[config.mk]
export PLATFORM = sky130hd
export DESIGN_NAME = inst_fetch_flat
export DESIGN_NICKNAME = d
export VERILOG_FILES = /design/src/rtl/inst_fetch_if.sv /design/src/rtl/inst_fetch.sv /design/src/flat_wrapper.sv
export SDC_FILE = /design/constraint.sdc
export NUM_CORES = 1
export LEC_CHECK = 0
export ABC_AREA = 1
export CAP_MARGIN = 40
export CORE_MARGIN = 1.5
export CORE_UTILIZATION = 47
export CTS_BUF_LIST = sky130_fd_sc_hd__clkbuf_16
export DETAILED_ROUTE_END_ITERATION = 16
export MAX_ROUTING_LAYER = met4
export PLACE_DENSITY = 0.74
export SKIP_LAST_GASP = 1
export SYNTH_ARGS = -nofsm -noshare
export SYNTH_HDL_FRONTEND = slang
export SYNTH_SLANG_ARGS = --single-unit
[constraint.sdc]
create_clock -name clk -period 4 [get_ports clk]
set_input_delay 0.8 -clock clk [delete_from_list [all_inputs] [get_ports clk]]
set_output_delay 0.8 -clock clk [all_outputs]
set_load 0.005 [all_outputs]
[src/rtl/inst_fetch_if.sv]
// inst_fetch_if -- bundle of the fetch unit's memory, decode and redirect
// signals.
//   master : the fetch unit
//            drives    imem_req/imem_addr, inst_valid/inst/inst_pc, fetch_err
//            receives  imem_rvalid/imem_rdata, inst_ready, redirect_valid/redirect_pc
//   slave  : the surrounding memory / decode / branch logic (mirror image)
interface inst_fetch_if;
  logic        imem_req;
  logic [31:0] imem_addr;
  logic        imem_rvalid;
  logic [31:0] imem_rdata;
  logic        inst_valid;
  logic        inst_ready;
  logic [31:0] inst;
  logic [31:0] inst_pc;
  logic        redirect_valid;
  logic [31:0] redirect_pc;
  logic        fetch_err;

  modport master (
    output imem_req, imem_addr, inst_valid, inst, inst_pc, fetch_err,
    input  imem_rvalid, imem_rdata, inst_ready, redirect_valid, redirect_pc
  );

  modport slave (
    input  imem_req, imem_addr, inst_valid, inst, inst_pc, fetch_err,
    output imem_rvalid, imem_rdata, inst_ready, redirect_valid, redirect_pc
  );
endinterface

[src/rtl/inst_fetch.sv]
// inst_fetch -- instruction fetch unit.
// Issues word fetches to instruction memory (at most one outstanding),
// buffers responses in a 2-entry {pc, inst} FIFO and presents the FIFO head
// to decode. A redirect flushes the FIFO and restarts fetch at redirect_pc;
// a response still in flight at that point is dropped in DRAIN.
//
// Ports:
//   clk  - clock, rising edge
//   rst  - asynchronous active-high reset
//   bus  - inst_fetch_if.master (memory request/response, decode handshake,
//          redirect, fetch_err)
// Parameter:
//   RESET_PC - first fetch address after reset
// Build option:
//   FETCH_ALIGN_CHECK_EN - when defined, a misaligned redirect sets fetch_err
//   and parks the unit in HALT until an aligned redirect; when undefined the
//   low two redirect bits are ignored and fetch_err is tied low.
//
// state | meaning
// IDLE  | one cycle after reset release
// FETCH | issuing requests, accepting responses into the FIFO
// DRAIN | waiting to drop the response of a request made before a redirect
// HALT  | misaligned redirect seen; no requests until an aligned redirect
module inst_fetch #(
  parameter logic [31:0] RESET_PC = 32'h0000_0000
) (
  input logic        clk,
  input logic        rst,
  inst_fetch_if.master bus
);

  typedef enum logic [1:0] {IDLE, FETCH, DRAIN, HALT} state_t;

  state_t      state_q, state_d;
  logic [31:0] fetch_pc_q, fetch_pc_d;
  logic        outstanding_q, outstanding_d;
  logic [31:0] req_addr_q;
  logic [31:0] fifo_pc_q   [2];
  logic [31:0] fifo_inst_q [2];
  logic        rd_ptr_q, wr_ptr_q;
  logic [1:0]  count_q;

  logic        redirect;
  logic        misaligned;
  logic [31:0] redir_target;
  logic        head_valid;
  logic        pop;
  logic        push;
  logic        req;
  logic [1:0]  occ_next;

  // Redirects are ignored during the single IDLE cycle.
  assign redirect = bus.redirect_valid && (state_q != IDLE);

`ifdef FETCH_ALIGN_CHECK_EN
  assign misaligned = bus.redirect_pc[1:0] != 2'b00;
`else
  assign misaligned = 1'b0;
`endif
  assign redir_target = {bus.redirect_pc[31:2], bus.redirect_pc[1:0] & 2'b00};

  assign head_valid = count_q != 2'd0;
  assign pop        = head_valid && bus.inst_ready;
  // Entries that will be held once the outstanding response lands; pop only
  // asserts with a non-empty FIFO so this never underflows.
  assign occ_next   = count_q + {1'b0, outstanding_q} - {1'b0, pop};

  // In DRAIN the discarded response frees the memory slot, so the next
  // request goes out in the same cycle.
  assign req = !bus.redirect_valid &&
               ((state_q == FETCH) || (state_q == DRAIN && bus.imem_rvalid)) &&
               (!outstanding_q || bus.imem_rvalid) &&
               (occ_next < 2'd2);

  assign push = (state_q == FETCH) && !bus.redirect_valid &&
                bus.imem_rvalid && outstanding_q;

  always_comb begin
    state_d       = state_q;
    fetch_pc_d    = fetch_pc_q;
    outstanding_d = req ? 1'b1 : (bus.imem_rvalid ? 1'b0 : outstanding_q);
    if (req) fetch_pc_d = fetch_pc_q + 32'd4;
    case (state_q)
      IDLE:    state_d = FETCH;
      DRAIN:   if (bus.imem_rvalid) state_d = FETCH;
      default: state_d = state_q;
    endcase
    if (redirect) begin
      fetch_pc_d = redir_target;
      if (misaligned)                              state_d = HALT;
      else if (outstanding_q && !bus.imem_rvalid)  state_d = DRAIN;
      else                                         state_d = FETCH;
    end
  end

  always_ff @(posedge clk or posedge rst) begin
    if (rst) begin
      state_q       <= IDLE;
      fetch_pc_q    <= RESET_PC;
      outstanding_q <= 1'b0;
      req_addr_q    <= 32'h0;
      rd_ptr_q      <= 1'b0;
      wr_ptr_q      <= 1'b0;
      count_q       <= 2'd0;
    end else begin
      state_q       <= state_d;
      fetch_pc_q    <= fetch_pc_d;
      outstanding_q <= outstanding_d;
      if (req) req_addr_q <= fetch_pc_q;
      if (redirect) begin
        rd_ptr_q <= 1'b0;
        wr_ptr_q <= 1'b0;
        count_q  <= 2'd0;
      end else begin
        if (push) wr_ptr_q <= ~wr_ptr_q;
        if (pop)  rd_ptr_q <= ~rd_ptr_q;
        count_q <= count_q + {1'b0, push} - {1'b0, pop};
      end
    end
  end

  // FIFO payload needs no reset: it is only visible through head_valid.
  always_ff @(posedge clk) begin
    if (push && !redirect) begin
      fifo_pc_q[wr_ptr_q]   <= req_addr_q;
      fifo_inst_q[wr_ptr_q] <= bus.imem_rdata;
    end
  end

`ifdef FETCH_ALIGN_CHECK_EN
  logic fetch_err_q;
  always_ff @(posedge clk or posedge rst) begin
    if (rst)           fetch_err_q <= 1'b0;
    else if (redirect) fetch_err_q <= misaligned;
  end
  assign bus.fetch_err = fetch_err_q;
`else
  assign bus.fetch_err = 1'b0;
`endif

  assign bus.imem_req   = req;
  assign bus.imem_addr  = req ? fetch_pc_q : 32'h0;
  assign bus.inst_valid = head_valid;
  assign bus.inst       = head_valid ? fifo_inst_q[rd_ptr_q] : 32'h0;
  assign bus.inst_pc    = head_valid ? fifo_pc_q[rd_ptr_q]   : 32'h0;

endmodule

[src/flat_wrapper.sv]
// flat-port wrapper written by rule: the top's interface ports become plain ports
module inst_fetch_flat 
#(
  parameter logic [31:0] RESET_PC = 32'h0000_0000
)
  (clk, rst, bus_imem_req, bus_imem_addr, bus_inst_valid, bus_inst, bus_inst_pc, bus_fetch_err, bus_imem_rvalid, bus_imem_rdata, bus_inst_ready, bus_redirect_valid, bus_redirect_pc);
  inst_fetch_if bus_i ();
  input logic clk;
  input logic rst;
  output wire logic [$bits(bus_i.imem_req)-1:0] bus_imem_req;
  output wire logic [$bits(bus_i.imem_addr)-1:0] bus_imem_addr;
  output wire logic [$bits(bus_i.inst_valid)-1:0] bus_inst_valid;
  output wire logic [$bits(bus_i.inst)-1:0] bus_inst;
  output wire logic [$bits(bus_i.inst_pc)-1:0] bus_inst_pc;
  output wire logic [$bits(bus_i.fetch_err)-1:0] bus_fetch_err;
  input wire logic [$bits(bus_i.imem_rvalid)-1:0] bus_imem_rvalid;
  input wire logic [$bits(bus_i.imem_rdata)-1:0] bus_imem_rdata;
  input wire logic [$bits(bus_i.inst_ready)-1:0] bus_inst_ready;
  input wire logic [$bits(bus_i.redirect_valid)-1:0] bus_redirect_valid;
  input wire logic [$bits(bus_i.redirect_pc)-1:0] bus_redirect_pc;
  assign bus_imem_req = bus_i.imem_req;
  assign bus_imem_addr = bus_i.imem_addr;
  assign bus_inst_valid = bus_i.inst_valid;
  assign bus_inst = bus_i.inst;
  assign bus_inst_pc = bus_i.inst_pc;
  assign bus_fetch_err = bus_i.fetch_err;
  assign bus_i.imem_rvalid = bus_imem_rvalid;
  assign bus_i.imem_rdata = bus_imem_rdata;
  assign bus_i.inst_ready = bus_inst_ready;
  assign bus_i.redirect_valid = bus_redirect_valid;
  assign bus_i.redirect_pc = bus_redirect_pc;
  inst_fetch #(.RESET_PC(RESET_PC)) u_core (.clk(clk), .rst(rst), .bus(bus_i));
endmodule
# Yosys cells after proc, flatten, opt, wreduce, memory -nomap -nowiden
# Memories as Yosys holds them, arrays and structs flattened.
# Index checks and enable logic that the tools add are counted.
# totals
ff_bits,71
ramBits,128
input_bits,69
out_inout_bits,99
elab_cells,64
n_memories,2
# classes
n_addsub,5
n_lt_le_gt_ge,1
eq_ne,3
muxes,18
bitwise_logic,2
n_reduce_logical,26
# memory_table
name,depth,word_bits,rd,rd_clocked_by_memory_dff,wr,line_no,source
u_core.fifo_inst_q,2,32,1,0,1,inst_fetch.sv:39,logic [31:0] fifo_inst_q [2];
u_core.fifo_pc_q,2,32,1,0,1,inst_fetch.sv:38,logic [31:0] fifo_pc_q [2];
# op_table
op,count
$mux 32,5
$add 32x3->32 const B,1
$reduce_bool 2->1,6
$logic_and 1x1->1,11
$mux 1,8
$mux 2,4
$add 2x1->2,2
$logic_not 1->1,4
$pmux 2 s2,1
$sub 2x1->2,2
$ne 3x2->1 const B,1
$reduce_bool 3->1,1
$eq 2x1->1 const B,1
$eq 2x2->1 const B,1
$logic_not 2->1,1
$logic_or 1x1->1,2
$lt 2x2->1 const B,1
$not 1->1,2
$reduce_and 2->1,1

# Longest topological paths before layout
# depth
ltp_word,8
depth_mapped,11
ltp_nobuf,11

# Least setup slack after synthesis
# Ideal clock, no wire load.
# synth_path
path_kind,input to register
startpoint,in bus_redirect_valid
endpoint,"mem u_core.fifo_inst_q[0][0], enable pin"
setup_time_ps,482
arrival_time_ps,3671
required_ps,3518
path_slack_ps,-153
stages,3
n_path_buf,0
cell_sequence,inv_1 -> nand4_1 -> nor2_1
# synth_between
elab_chain_cells,7
elab_cells_between_ends,9
cone_classes,mux (2); reduce/logical (7)
# synth_rtl
item,line_no,source
start: declaration,flat_wrapper.sv:19,input wire logic [$bits(bus_i.redirect_valid)-1:0] bus_redirect_valid;
$logic_not 1->1,inst_fetch.sv:75,assign push = (state_q == FETCH) && !bus.redirect_valid &&
$logic_and 1x1->1 (2 in a row),inst_fetch.sv:75,
$logic_and 1x1->1,inst_fetch.sv:76,bus.imem_rvalid && outstanding_q;
$logic_and 1x1->1 *,inst_fetch.sv:124,if (push && !redirect) begin
$mux 1 *,inst_fetch.sv:124,
$mux 1 (implied by the code) *,inst_fetch.sv:126,fifo_inst_q[wr_ptr_q] <= bus.imem_rdata;
end: declaration,inst_fetch.sv:39,
# Mark *: on every way between the ends. The rest lies on a longest branch, timed or not.

# Worst setup path in the final report
# layout_path
startpoint,in bus_imem_rvalid
endpoint,out bus_imem_addr[18]
# layout_between
elab_chain_cells,6
elab_cells_between_ends,7
cone_classes,mux (1); reduce/logical (6)
# layout_rtl
item,line_no,source
start: declaration,flat_wrapper.sv:16,input wire logic [$bits(bus_i.imem_rvalid)-1:0] bus_imem_rvalid;
$logic_and 1x1->1,inst_fetch.sv:71,((state_q == FETCH) || (state_q == DRAIN && bus.imem_rvalid)) &&
$logic_or 1x1->1,inst_fetch.sv:71,
$logic_and 1x1->1,inst_fetch.sv:70,assign req = !bus.redirect_valid &&
$logic_and 1x1->1 *,inst_fetch.sv:71,
$logic_and 1x1->1 *,inst_fetch.sv:72,(!outstanding_q || bus.imem_rvalid) &&
$mux 32 *,inst_fetch.sv:142,assign bus.imem_addr = req ? fetch_pc_q : 32'h0;
end: declaration,flat_wrapper.sv:11,output wire logic [$bits(bus_i.imem_addr)-1:0] bus_imem_addr;
# Marked as above.

==> results_tabular.tex <==
\begin{tabular}{lr}
\hline
Metric & Value \\
\hline
\multicolumn{2}{l}{\textbf{Routing}} \\
Count of antenna-violating nets left after detailed routing & 0 \\
Iteration-0 DRC count of the detailed router & 421 \\
DRC violations left & 0 \\
Drt pass-1 iters & 4 \\
Number of vias after detailed routing & 6,632 \\
Via density per instance & 5.04 \\
Average routed wire per standard cell & 15.0 um \\
WL final & 19.7 mm \\
\multicolumn{2}{l}{\textbf{Critical path}} \\
FF-to-FF setup slack & 1200 ps \\
R2r worst-path depth & 12 \\
Critical path start-end classification & input pin to output port \\
CP max FO & 49 \\
Termination of the worst setup path & bus\_imem\_addr[18] \\
Beginning of the worst register-to-register path & u\_core.count\_q[0] \\
Startpoint of the worst setup timing path & bus\_imem\_rvalid \\
Critical path endpoint category & output port \\
Standard cell with the maximum stage delay on the critical path & sky130\_fd\_sc\_hd\_\_clkdlybuf4s50\_1 \\
Worst-path cell chain & clkdlybuf4s50\_1, inv\_1, nand2\_1, nand3\_1, nor2\_1, nand3\_2, buf\_4, nor2\_1, clkdlybuf4s50\_1 \\
Reg-to-Reg End & u\_core.fetch\_pc\_q[15] \\
Arrival time reported for the critical path endpoint & 2780 ps \\
Longest individual stage delay on the worst path & 530 ps \\
Critical path depth & 9 \\
Required @ worst endpoint & 3200 ps \\
Critical path's top delay family & buffers and inverters \\
Sort of element at the start of the critical path & input pin \\
Number of buffer and inverter stages on the critical path & 4 \\
\multicolumn{2}{l}{\textbf{Flow run}} \\
\# Max-Cap Violations & 0 \\
\multicolumn{2}{l}{\textbf{Timing}} \\
Worst setup skew after layout & 13.4 ps \\
Worst Hold Slack & 469 ps \\
Worst Tran Pin Value & 747 ps \\
Post-layout minimum cycle time & 3580 ps \\
Maximum operating frequency & 280 MHz \\
Worst slew margin & 50.1\% \\
Period Utilization, post-route & 89.4\% \\
Worst path setup slack after routing & 425 ps \\
RSZ-0062 raised after global routing & no \\
Setup violators final & 0 \\
Number of hold-slack violations in the final timing report & 0 \\
Max-slew violation count & 0 \\
\multicolumn{2}{l}{\textbf{Power}} \\
Peak VDD IR & 376 uV \\
NetSw & 0.00206 W \\
Combinational share of power & 29.2\% \\
Share of total power in sequential cells & 44.5\% \\
Overall power consumption & 0.00630 W \\
Pleak & 4.40 nW \\
Clock network power share & 26.4\% \\
Cell Int Power & 0.00424 W \\
Pwr Density & 575 nW/um\^{}2 \\
Fraction of power spent switching nets & 32.7\% \\
\multicolumn{2}{l}{\textbf{Final layout}} \\
Post-layout net count & 1,145 \\
Share of layout cells above drive strength 1 & 5.70\% \\
Ant diodes & 0 \\
Area overhead of the layout relative to synthesis & 28.0\% \\
Core Util, Final & 61.2\% \\
Summed area of non-filler cells in the final layout & 10,900 um\^{}2 \\
Fill count & 1,518 \\
\multicolumn{2}{l}{\textbf{Yosys}} \\
Post-synth EDFFs & 124 \\
Leading post-synthesis cells by cell area & sky130\_fd\_sc\_hd\_\_edfxtp\_1 44\%, sky130\_fd\_sc\_hd\_\_dfrtp\_1 20\%, sky130\_fd\_sc\_hd\_\_nand2\_1 16\% \\
Synthesized instance count & 921 \\
Number of flip-flops and latches in the synthesized netlist & 191 \\
Synth warn & 0 \\
Share of the synthesized area in the top cell type & 43.5\% \\
Average instance area after synthesis & 9.29 um\^{}2 \\
Cell type with the largest total area after synthesis & sky130\_fd\_sc\_hd\_\_edfxtp\_1 \\
Cell area after synthesis & 8550 um\^{}2 \\
Count of unique library cells instantiated by Yosys & 31 \\
Top FF cell, synth & sky130\_fd\_sc\_hd\_\_edfxtp\_1 \\
Share of synthesized registers carrying an async set or reset & 35.1\% \\
Most used standard cell by instance count after synthesis & sky130\_fd\_sc\_hd\_\_nand2\_1 \\
Top cells by instance count after synthesis & 358 x sky130\_fd\_sc\_hd\_\_nand2\_1, 124 x sky130\_fd\_sc\_hd\_\_edfxtp\_1, 81 x sky130\_fd\_sc\_hd\_\_nor2\_1 \\
Sequential fraction of the synthesis area & 63.1\% \\
\multicolumn{2}{l}{\textbf{GRT}} \\
Sum of overflow across all layers after global routing & 0 \\
Initial antenna violation count & 0 \\
Global-route wire length before repair & 30.2 mm \\
Largest net degree at the start of global routing & 63 \\
Total GRT Usage & 21.6\% \\
Vias in the first global route & 6,045 \\
\multicolumn{2}{l}{\textbf{Placement}} \\
Placed wire-length estimate after detailed placement & 13.2 mm \\
Gp weighted congestion & 0.887 \\
Number of buffers inserted by port buffering & 160 \\
Instance area at placement & 10,400 um\^{}2 \\
Worst setup slack after placement & 432 ps \\
\multicolumn{2}{l}{\textbf{CTS}} \\
Clk pin slew, worst setup/hold paths & 70 ps \\
Clock buffers created by TritonCTS & 17 \\
Root buffer cell & sky130\_fd\_sc\_hd\_\_clkbuf\_16 \\
Clock tree from TritonCTS & yes \\
Sink count of the clock tree & 191 \\
Skew-Pair Late Insertion Delay & 430 ps \\
Count of H-tree levels built during CTS & 4 \\
Resized cells post-CTS & 0 \\
Setup Fix Bufs, Post-CTS & 0 \\
Hold buffer count at CTS & 0 \\
Maximum clock insertion buffer count & 2 \\
\multicolumn{2}{l}{\textbf{Floorplan}} \\
Horiz. Die Dim & 138 um \\
Effective utilization at floorplan & 47.8\% \\
Count of boundary I/O pins & 168 \\
Std-Cell Core Area & 17,900 um\^{}2 \\
Site Rows & 49 \\
Overall die height & 138 um \\
Die area & 19,000 um\^{}2 \\
\multicolumn{2}{l}{\textbf{Min path}} \\
Classification of the worst-slack hold path & flop to flop \\
\multicolumn{2}{l}{\textbf{Status}} \\
Run status & completed \\
\hline
\end{tabular}
[sequential cells by signal, summed over array words and instances, names as in the netlist]
signal,flops
u_core.wr_ptr_q,1
u_core.outstanding_q,1
u_core.req_addr_q,30
u_core.rd_ptr_q,1
u_core.fetch_pc_q,30
u_core.fifo_inst_q,64
u_core.fifo_pc_q,60
u_core.state_q,2
u_core.count_q,2
[worst register-to-register path: stages, from the launching register on]
cell and delay, ps:
sky130_fd_sc_hd__dfrtp_1 470, sky130_fd_sc_hd__inv_2 80, sky130_fd_sc_hd__nand2_2 80, sky130_fd_sc_hd__nand2_2 70, sky130_fd_sc_hd__nand3_1 70, sky130_fd_sc_hd__nand3_1 90, sky130_fd_sc_hd__nand3_2 60, sky130_fd_sc_hd__buf_4 430
sky130_fd_sc_hd__buf_4 490, sky130_fd_sc_hd__nand2_4 400, sky130_fd_sc_hd__inv_6 310, sky130_fd_sc_hd__nand2_1 90, sky130_fd_sc_hd__nand2_1 90
[layer usage]
metal	global-route usage, %	up-vias	wire [um]
met5	-	-	0
met1	27.7	3075	8570
met3	4.20	26	1320
li1	-	3318	-
met4	7.58	0	383
met2	34.7	213	9480
[power by group through the flow]
stage / clock network, W / registers, W / logic, W
after global routing: 0.00177 / 0.00284 / 0.00206
after detailed placement: 0 / 0.00283 / 0.00186
after floorplan: 0 / 0.00275 / 0.00108
final: 0.00166 / 0.00280 / 0.00184
after global placement: 0 / 0.00281 / 0.00180
after CTS: 0.00169 / 0.00279 / 0.00187
[cell type report]
class / count / area [um^2] / share of cell area [%]
tap: 229 / 287 / 2.62
timing repair buffer: 175 / 1760 / 16.1
clock inverter: 13 / 111 / 1.02
clock buffer: 19 / 475 / 4.34
sequential: 191 / 5400 / 49.3
multi-input combinational: 631 / 2690 / 24.6
inverter: 58 / 223 / 2.03
[kinds of logic after synthesis]
kind of cell	Yosys count	synth area share [%]
simple gates	494	22.9
flops	191	63.1
compound gates	128	7.64
buf+inv	103	5.75
xor+xnor	2	0.205
fa+ha+maj	2	0.293
other cells	1	0.0438
[worst min path at each step]
stage | start | endpoint | cells past startpoint
2_1_floorplan | u_core.req_addr_q[10] | u_core.fifo_pc_q[0][10] | 0
3_3_place_gp | u_core.req_addr_q[21] | u_core.fifo_pc_q[0][21] | 0
3_5_place_dp | u_core.req_addr_q[10] | u_core.fifo_pc_q[1][10] | 0
4_1_cts | u_core.req_addr_q[10] | u_core.fifo_pc_q[0][10] | 0
5_1_grt | u_core.req_addr_q[10] | u_core.fifo_pc_q[1][10] | 0
6_report | u_core.req_addr_q[11] | u_core.fifo_pc_q[1][11] | 0
[cell usage in the layout, fill, tap and decap left out, types with 19 or more instances in the layout]
cell type | Yosys | final
sky130_fd_sc_hd__inv_1 | 55 | 56
sky130_fd_sc_hd__nand3_1 | 39 | 39
sky130_fd_sc_hd__clkdlybuf4s50_1 | 0 | 160
sky130_fd_sc_hd__dfrtp_1 | 67 | 66
sky130_fd_sc_hd__o21ai_1 | 41 | 41
sky130_fd_sc_hd__nor2_1 | 81 | 79
sky130_fd_sc_hd__clkbuf_16 | 0 | 19
sky130_fd_sc_hd__edfxtp_1 | 124 | 124
sky130_fd_sc_hd__nand2_1 | 358 | 358
sky130_fd_sc_hd__a21oi_1 | 66 | 66
[stage by stage]
step	setup TNS, ps	std cells
floorplan	-19000	925
global placement	0	1282
detailed placement	0	1284
CTS	0	1316
global route	0	1316
finish	0	1316
Power figures use the tool's default switching activity.
